### config.mk
export PLATFORM = sky130hd
export DESIGN_NAME = pwm_gen_flat
export DESIGN_NICKNAME = d
export VERILOG_FILES = /design/src/rtl/pwm_gen_if.sv /design/src/rtl/pwm_gen.sv /design/src/flat_wrapper.sv
export SDC_FILE = /design/constraint.sdc
export NUM_CORES = 1
export LEC_CHECK = 0
export BUFFER_PORTS_ARGS = -buffer_cell sky130_fd_sc_hd__buf_2
export CAP_MARGIN = 30
export CELL_PAD_IN_SITES_DETAIL_PLACEMENT = 1
export CELL_PAD_IN_SITES_GLOBAL_PLACEMENT = 1
export CORE_ASPECT_RATIO = 0.6
export CORE_UTILIZATION = 46
export DETAILED_ROUTE_END_ITERATION = 10
export GPL_TIMING_DRIVEN = 0
export PLACE_DENSITY_LB_ADDON = 0.1
export SLEW_MARGIN = 5
export SYNTH_ARGS = -nofsm -noshare
export SYNTH_HDL_FRONTEND = slang
export SYNTH_SLANG_ARGS = --single-unit
### constraint.sdc
create_clock -name i_clk -period 2.1 [get_ports i_clk]
set_input_delay 0.105 -clock i_clk [delete_from_list [all_inputs] [get_ports i_clk]]
set_output_delay 0.105 -clock i_clk [all_outputs]
set_load 0.01 [all_outputs]
### src/rtl/pwm_gen_if.sv
// rtl/pwm_gen_if.sv - configuration handshake bundle for pwm_gen
interface pwm_gen_if #(
  parameter int WIDTH = 8
);
  logic             cfg_valid;
  logic             cfg_ready;
  logic [WIDTH-1:0] cfg_period;
  logic [WIDTH-1:0] cfg_duty;

  modport master (
    output cfg_valid,
    output cfg_period,
    output cfg_duty,
    input  cfg_ready
  );

  modport slave (
    input  cfg_valid,
    input  cfg_period,
    input  cfg_duty,
    output cfg_ready
  );
endinterface

### src/rtl/pwm_gen.sv
// rtl/pwm_gen.sv - tick-driven PWM generator with shadowed period/duty
module pwm_gen #(
  parameter int WIDTH = 8
) (
  input  logic     i_clk,
  input  logic     i_rst_n,
  input  logic     i_tick_clk,
  input  logic     i_en,
  pwm_gen_if.slave cfg,
  output logic     o_pwm,
  output logic     o_period_done
);

  typedef enum logic {
    IDLE = 1'b0,
    RUN  = 1'b1
  } state_t;

  state_t           state;
  state_t           state_nxt;
  logic             tick_prev;
  logic             tick;
  logic             pending;
  logic [WIDTH-1:0] cnt;
  logic [WIDTH-1:0] cnt_nxt;
  logic [WIDTH-1:0] shadow_period;
  logic [WIDTH-1:0] shadow_duty;
  logic [WIDTH-1:0] act_period;
  logic [WIDTH-1:0] act_duty;
  logic             cfg_xfer;
  logic             at_boundary;
  logic             load_active;
  logic             pwm_nxt;
  logic             done_nxt;

  // A tick is the first cycle the divided clock is seen high.
  assign tick        = i_tick_clk & ~tick_prev;
  // The shadow register accepts a new offer only once the previous one has been consumed.
  assign cfg.cfg_ready = ~pending;
  assign cfg_xfer    = cfg.cfg_valid & ~pending;
  // Last tick of the period while running; dropping i_en discards the partial period.
  assign at_boundary = (state == RUN) & i_en & tick & (cnt == act_period);
  // Shadow is promoted straight away while idle, otherwise only on a period boundary.
  assign load_active = pending & ((state == IDLE) | at_boundary);

  // Remember last sample of the divided clock for edge detection.
  always_ff @(posedge i_clk or negedge i_rst_n) begin
    if (!i_rst_n) begin
      tick_prev <= 1'b0;
    end else begin
      tick_prev <= i_tick_clk;
    end
  end

  // FSM state register.
  always_ff @(posedge i_clk or negedge i_rst_n) begin
    if (!i_rst_n) begin
      state <= IDLE;
    end else begin
      state <= state_nxt;
    end
  end

  // FSM next-state: run enable alone moves between IDLE and RUN.
  always_comb begin
    state_nxt = state;
    case (state)
      IDLE:    if (i_en)  state_nxt = RUN;
      RUN:     if (!i_en) state_nxt = IDLE;
      default: state_nxt = IDLE;
    endcase
  end

  // Tick counter next value: cleared outside RUN, wraps only at the active period.
  always_comb begin
    cnt_nxt = cnt;
    if ((state != RUN) || !i_en) begin
      cnt_nxt = '0;
    end else if (tick) begin
      if (cnt == act_period) begin
        cnt_nxt = '0;
      end else begin
        cnt_nxt = cnt + 1'b1;
      end
    end
  end

  // Tick counter register.
  always_ff @(posedge i_clk or negedge i_rst_n) begin
    if (!i_rst_n) begin
      cnt <= '0;
    end else begin
      cnt <= cnt_nxt;
    end
  end

  // FSM outputs: duty compare against the current count, done on the boundary.
  always_comb begin
    pwm_nxt  = (state == RUN) & i_en & (cnt < act_duty);
    done_nxt = at_boundary;
  end

  // Register outputs so the waveform is glitch-free.
  always_ff @(posedge i_clk or negedge i_rst_n) begin
    if (!i_rst_n) begin
      o_pwm         <= 1'b0;
      o_period_done <= 1'b0;
    end else begin
      o_pwm         <= pwm_nxt;
      o_period_done <= done_nxt;
    end
  end

  // Config path: capture into shadow on handshake, promote to active when allowed.
  // Capture needs pending low and promotion needs it high, so they never coincide.
  always_ff @(posedge i_clk or negedge i_rst_n) begin
    if (!i_rst_n) begin
      pending       <= 1'b0;
      shadow_period <= '0;
      shadow_duty   <= '0;
      act_period    <= '1;
      act_duty      <= '0;
    end else if (load_active) begin
      act_period <= shadow_period;
      act_duty   <= shadow_duty;
      pending    <= 1'b0;
    end else if (cfg_xfer) begin
      shadow_period <= cfg.cfg_period;
      shadow_duty   <= cfg.cfg_duty;
      pending       <= 1'b1;
    end
  end

endmodule

### src/flat_wrapper.sv
// flat-port wrapper written by rule: the top's interface ports become plain ports
module pwm_gen_flat 
#(
  parameter int WIDTH = 8
)
  (i_clk, i_rst_n, i_tick_clk, i_en, o_pwm, o_period_done, cfg_cfg_valid, cfg_cfg_period, cfg_cfg_duty, cfg_cfg_ready);
  pwm_gen_if #(.WIDTH(WIDTH)) cfg_i ();
  input  logic i_clk;
  input  logic i_rst_n;
  input  logic i_tick_clk;
  input  logic i_en;
  output logic o_pwm;
  output logic o_period_done;
  input wire logic [$bits(cfg_i.cfg_valid)-1:0] cfg_cfg_valid;
  input wire logic [$bits(cfg_i.cfg_period)-1:0] cfg_cfg_period;
  input wire logic [$bits(cfg_i.cfg_duty)-1:0] cfg_cfg_duty;
  output wire logic [$bits(cfg_i.cfg_ready)-1:0] cfg_cfg_ready;
  assign cfg_i.cfg_valid = cfg_cfg_valid;
  assign cfg_i.cfg_period = cfg_cfg_period;
  assign cfg_i.cfg_duty = cfg_cfg_duty;
  assign cfg_cfg_ready = cfg_i.cfg_ready;
  pwm_gen #(.WIDTH(WIDTH)) u_core (.i_clk(i_clk), .i_rst_n(i_rst_n), .i_tick_clk(i_tick_clk), .i_en(i_en), .cfg(cfg_i), .o_pwm(o_pwm), .o_period_done(o_period_done));
endmodule
==> results.toml <==
[status]
outcome = "finished clean"

[yosys]
muxShareOfSynthArea_pct = 6.91
ys_types = 39
syn_inst = 258
synthFlopType = "dfrtp_1"
synth-seq-cells = 45
synth_xor_area_share_pct = 3.69
synth-edff-count = 0
async_reset_ff_share_pct = 100
yosys_warnings = 0
yosysTopAreaCellShare_pct = 35.5
yosysSeqAreaShare_pct = 43.6
synth.avg_cell_area_um2 = 10.1
ys_top_cells_by_area = "dfrtp_1 (36%), dfstp_2 (8.1%), and3_1 (7.9%)"
syn-cell-area_um2 = 2610
yosysTopAreaCell = "dfrtp_1"
synthAdderAreaFrac_pct = 3.84
synthSimpleGateAreaFrac_pct = 21.6
synth_top_family_by_area = "simple AND/OR/NAND/NOR gates"
syn_nets = 287
synth_compound_area_share_pct = 15.4
yosysMostFrequentCell = "dfrtp_1"
ys_top_cells_by_count = "dfrtp_1 (37), nand3_1 (34), and3_1 (33)"

[sta]
timing.final.ws_setup_ns = 0.156
clock.fmax_mhz = 514
clock_skew_ns = 0.00940
final_hold_viol_count = 0
finalSetupViolCount = 0
fin_crit_sh_pct = 92.6
slew_viol_final = 0
worst_pin_slew_ns = 0.719
tns_ns = 0
rsz0062_at_grt = "no"
period_needed_ns = 1.94
relSlewSlack_pct = 52.0

[finish]
fill_cells = 605
drive_above_1_share_pct = 25.1
stdcell_area_um2 = 2960
fin_cells = 361
final_nets = 323
antenna_cells = 0
syn2layout_area_growth_pct = 13.6

[route]
remaining_drc_errors = 0
vias = 2279
drt_iter0_markers = 123
wirelength_um = 7350
ant_nets = 0
viasPerCell = 6.31
dr.pass1.iters = 4
routedWlPerCell_um = 20.4

[floorplan]
chipHeight_um = 60.3
pin_count = 24
rows = 20
die_w_um = 99.2
dieArea_um2 = 5980
initial_core_util_pct = 49.6
coreArea_um2 = 5260

[grt]
grtUsageTotal_pct = 26.8
first_global_vias = 2316
antenna_found_initial = 0
grt_max_degree = 31
grt_overflow = 0
grt_pass1_wl_um = 12000

[power]
vdd_drop_max_uv = 362
fin_total_pwr_w = 0.00213
p_leak_nw = 1.38
power.density_nw_per_um2 = 717

[place]
numPortBuffers = 23
dpl_cell_area_um2 = 2830
place_hpwl_um = 5210
place_congestion = 0.813
pre_cts_ws_ns = 0.0254
dpl.cell_count = 348

[clocking]
clock_path_buffers = 2
cts_sinks = 45
cts-htree-levels = 2
root_buffer = "clkbuf_8"
numCtsBuffers = 5
cts_tree = "yes"
worstSkewPairLatency_ns = 0.31
clkTransAtPathRegs_ns = 0.09

[job]
maxCapViolCount = 0

[setup_path]
critical_path_required_ns = 2.29
path_max_fanout = 10
crit_arrival_ns = 2.13
start_kind = "flop"
criticalPathCategory = "flop to flop"
worst_setup_path_end_kind = "flop"

[min_path]
hp-class = "input pin to flop"
power by group:
| group | leakage [nW] | internal [W] | switching, W |
|---|---|---|---|
| clock network | 0.0414 | 0.000237 | 0.000323 |
| registers | 0.523 | 0.00101 | 0.000131 |
| logic | 0.817 | 0.000214 | 0.000213 |
layout make-up:
class / count / area [um2] / share of cell area (%)
Timing Repair Buffer: 29 / 180 / 6.08
Buffer: 18 / 87.6 / 2.96
Clock inverter: 2 / 16.3 / 0.549
Inverter: 11 / 41.3 / 1.39
Tap cell: 66 / 82.6 / 2.79
Sequential cell: 45 / 1140 / 38.3
Multi-Input combinational cell: 184 / 1350 / 45.4
Clock buffer: 6 / 72.6 / 2.45
layer usage:
| layer | up-vias | part of all wire (%) | GRT usage (%) |
|---|---|---|---|
| li1 | 1048 | - | - |
| met1 | 1143 | 49 | 38.5 |
| met2 | 81 | 45 | 42.2 |
| met3 | 7 | 5.2 | 4.80 |
| met4 | 0 | 0.69 | 7.14 |
| met5 | - | 0 | 0 |
timing repair:
action / 4_1_cts / 5_1_grt
hold endpoints to repair: 17 / 0
cloned: 0 / 0
hold buffers: 3 / 0
pin swaps: 0 / 1
endpoints found under the setup margin: 5 / 9
resized for setup: 1 / 0
setup buffers: 0 / 2
cells by family after synthesis:
logic type	count (synthesis)
multiplexers	16
flip-flops	45
buffers and inverters	29
AND/OR/NAND/NOR	97
adder cells (fa/ha/maj)	8
AO/OA/AOI/OAI	52
XOR/XNOR	11
worst max-delay path: stages, from the launching register on:
cell and delay (ns):
dfstp_2 0.58, xnor2_1 0.18, nand4_2 0.34, clkbuf_1 0.35, o211ai_1 0.27, nand3_1 0.11
through the flow:
stage | hold slack (ns) | util, %
after detailed placement | 0.0586 | 53.8
after global placement | 0.279 | 53.4
after global routing | 0.0151 | 56.4
final | 0.0217 | 56.4
after floorplan | -0.191 | -
after CTS | 0.0227 | 56.1
final timing paths:
check	start	to	slack, ns	cells after the start
setup / recovery	u_core.act_period[2]	u_core.act_duty[6]	0.16	5
min in group asynchronous	i_rst_n	u_core.shadow_duty[1]	0.25	2
hold reg to reg	u_core.shadow_duty[7]	u_core.shadow_duty[7]	0.54	1
max in group asynchronous	i_rst_n	u_core.act_period[2]	1.29	3
hold / removal	cfg_cfg_period[5]	u_core.shadow_period[5]	0.02	2
setup reg to reg	u_core.act_period[2]	u_core.act_duty[6]	0.16	5
layout by cell type (no fill, tap or decap), types with 3 or more instances in the layout:
master	n
xnor2_1	10
o21ai_1	5
ha_1	8
nand3_1	34
a21o_1	3
clkbuf_8	5
and3_1	33
nand2_1	14
o211ai_1	17
a221oi_1	16
clkbuf_1	8
dfrtp_1	37
inv_1	10
dlygate4sd3_1	3
dfstp_2	8
buf_2	33
mux2_2	16
flip-flops by register name, summed over array words and instances, names as in the netlist:
signal,flops
u_core.act_duty,8
u_core.act_period,8
u_core.cnt,8
u_core.shadow_duty,8
u_core.shadow_period,8
u_core.o_period_done,1
u_core.o_pwm,1
u_core.pending,1
u_core.state,1
u_core.tick_prev,1
Note: power is estimated with default switching activity, not from simulation.
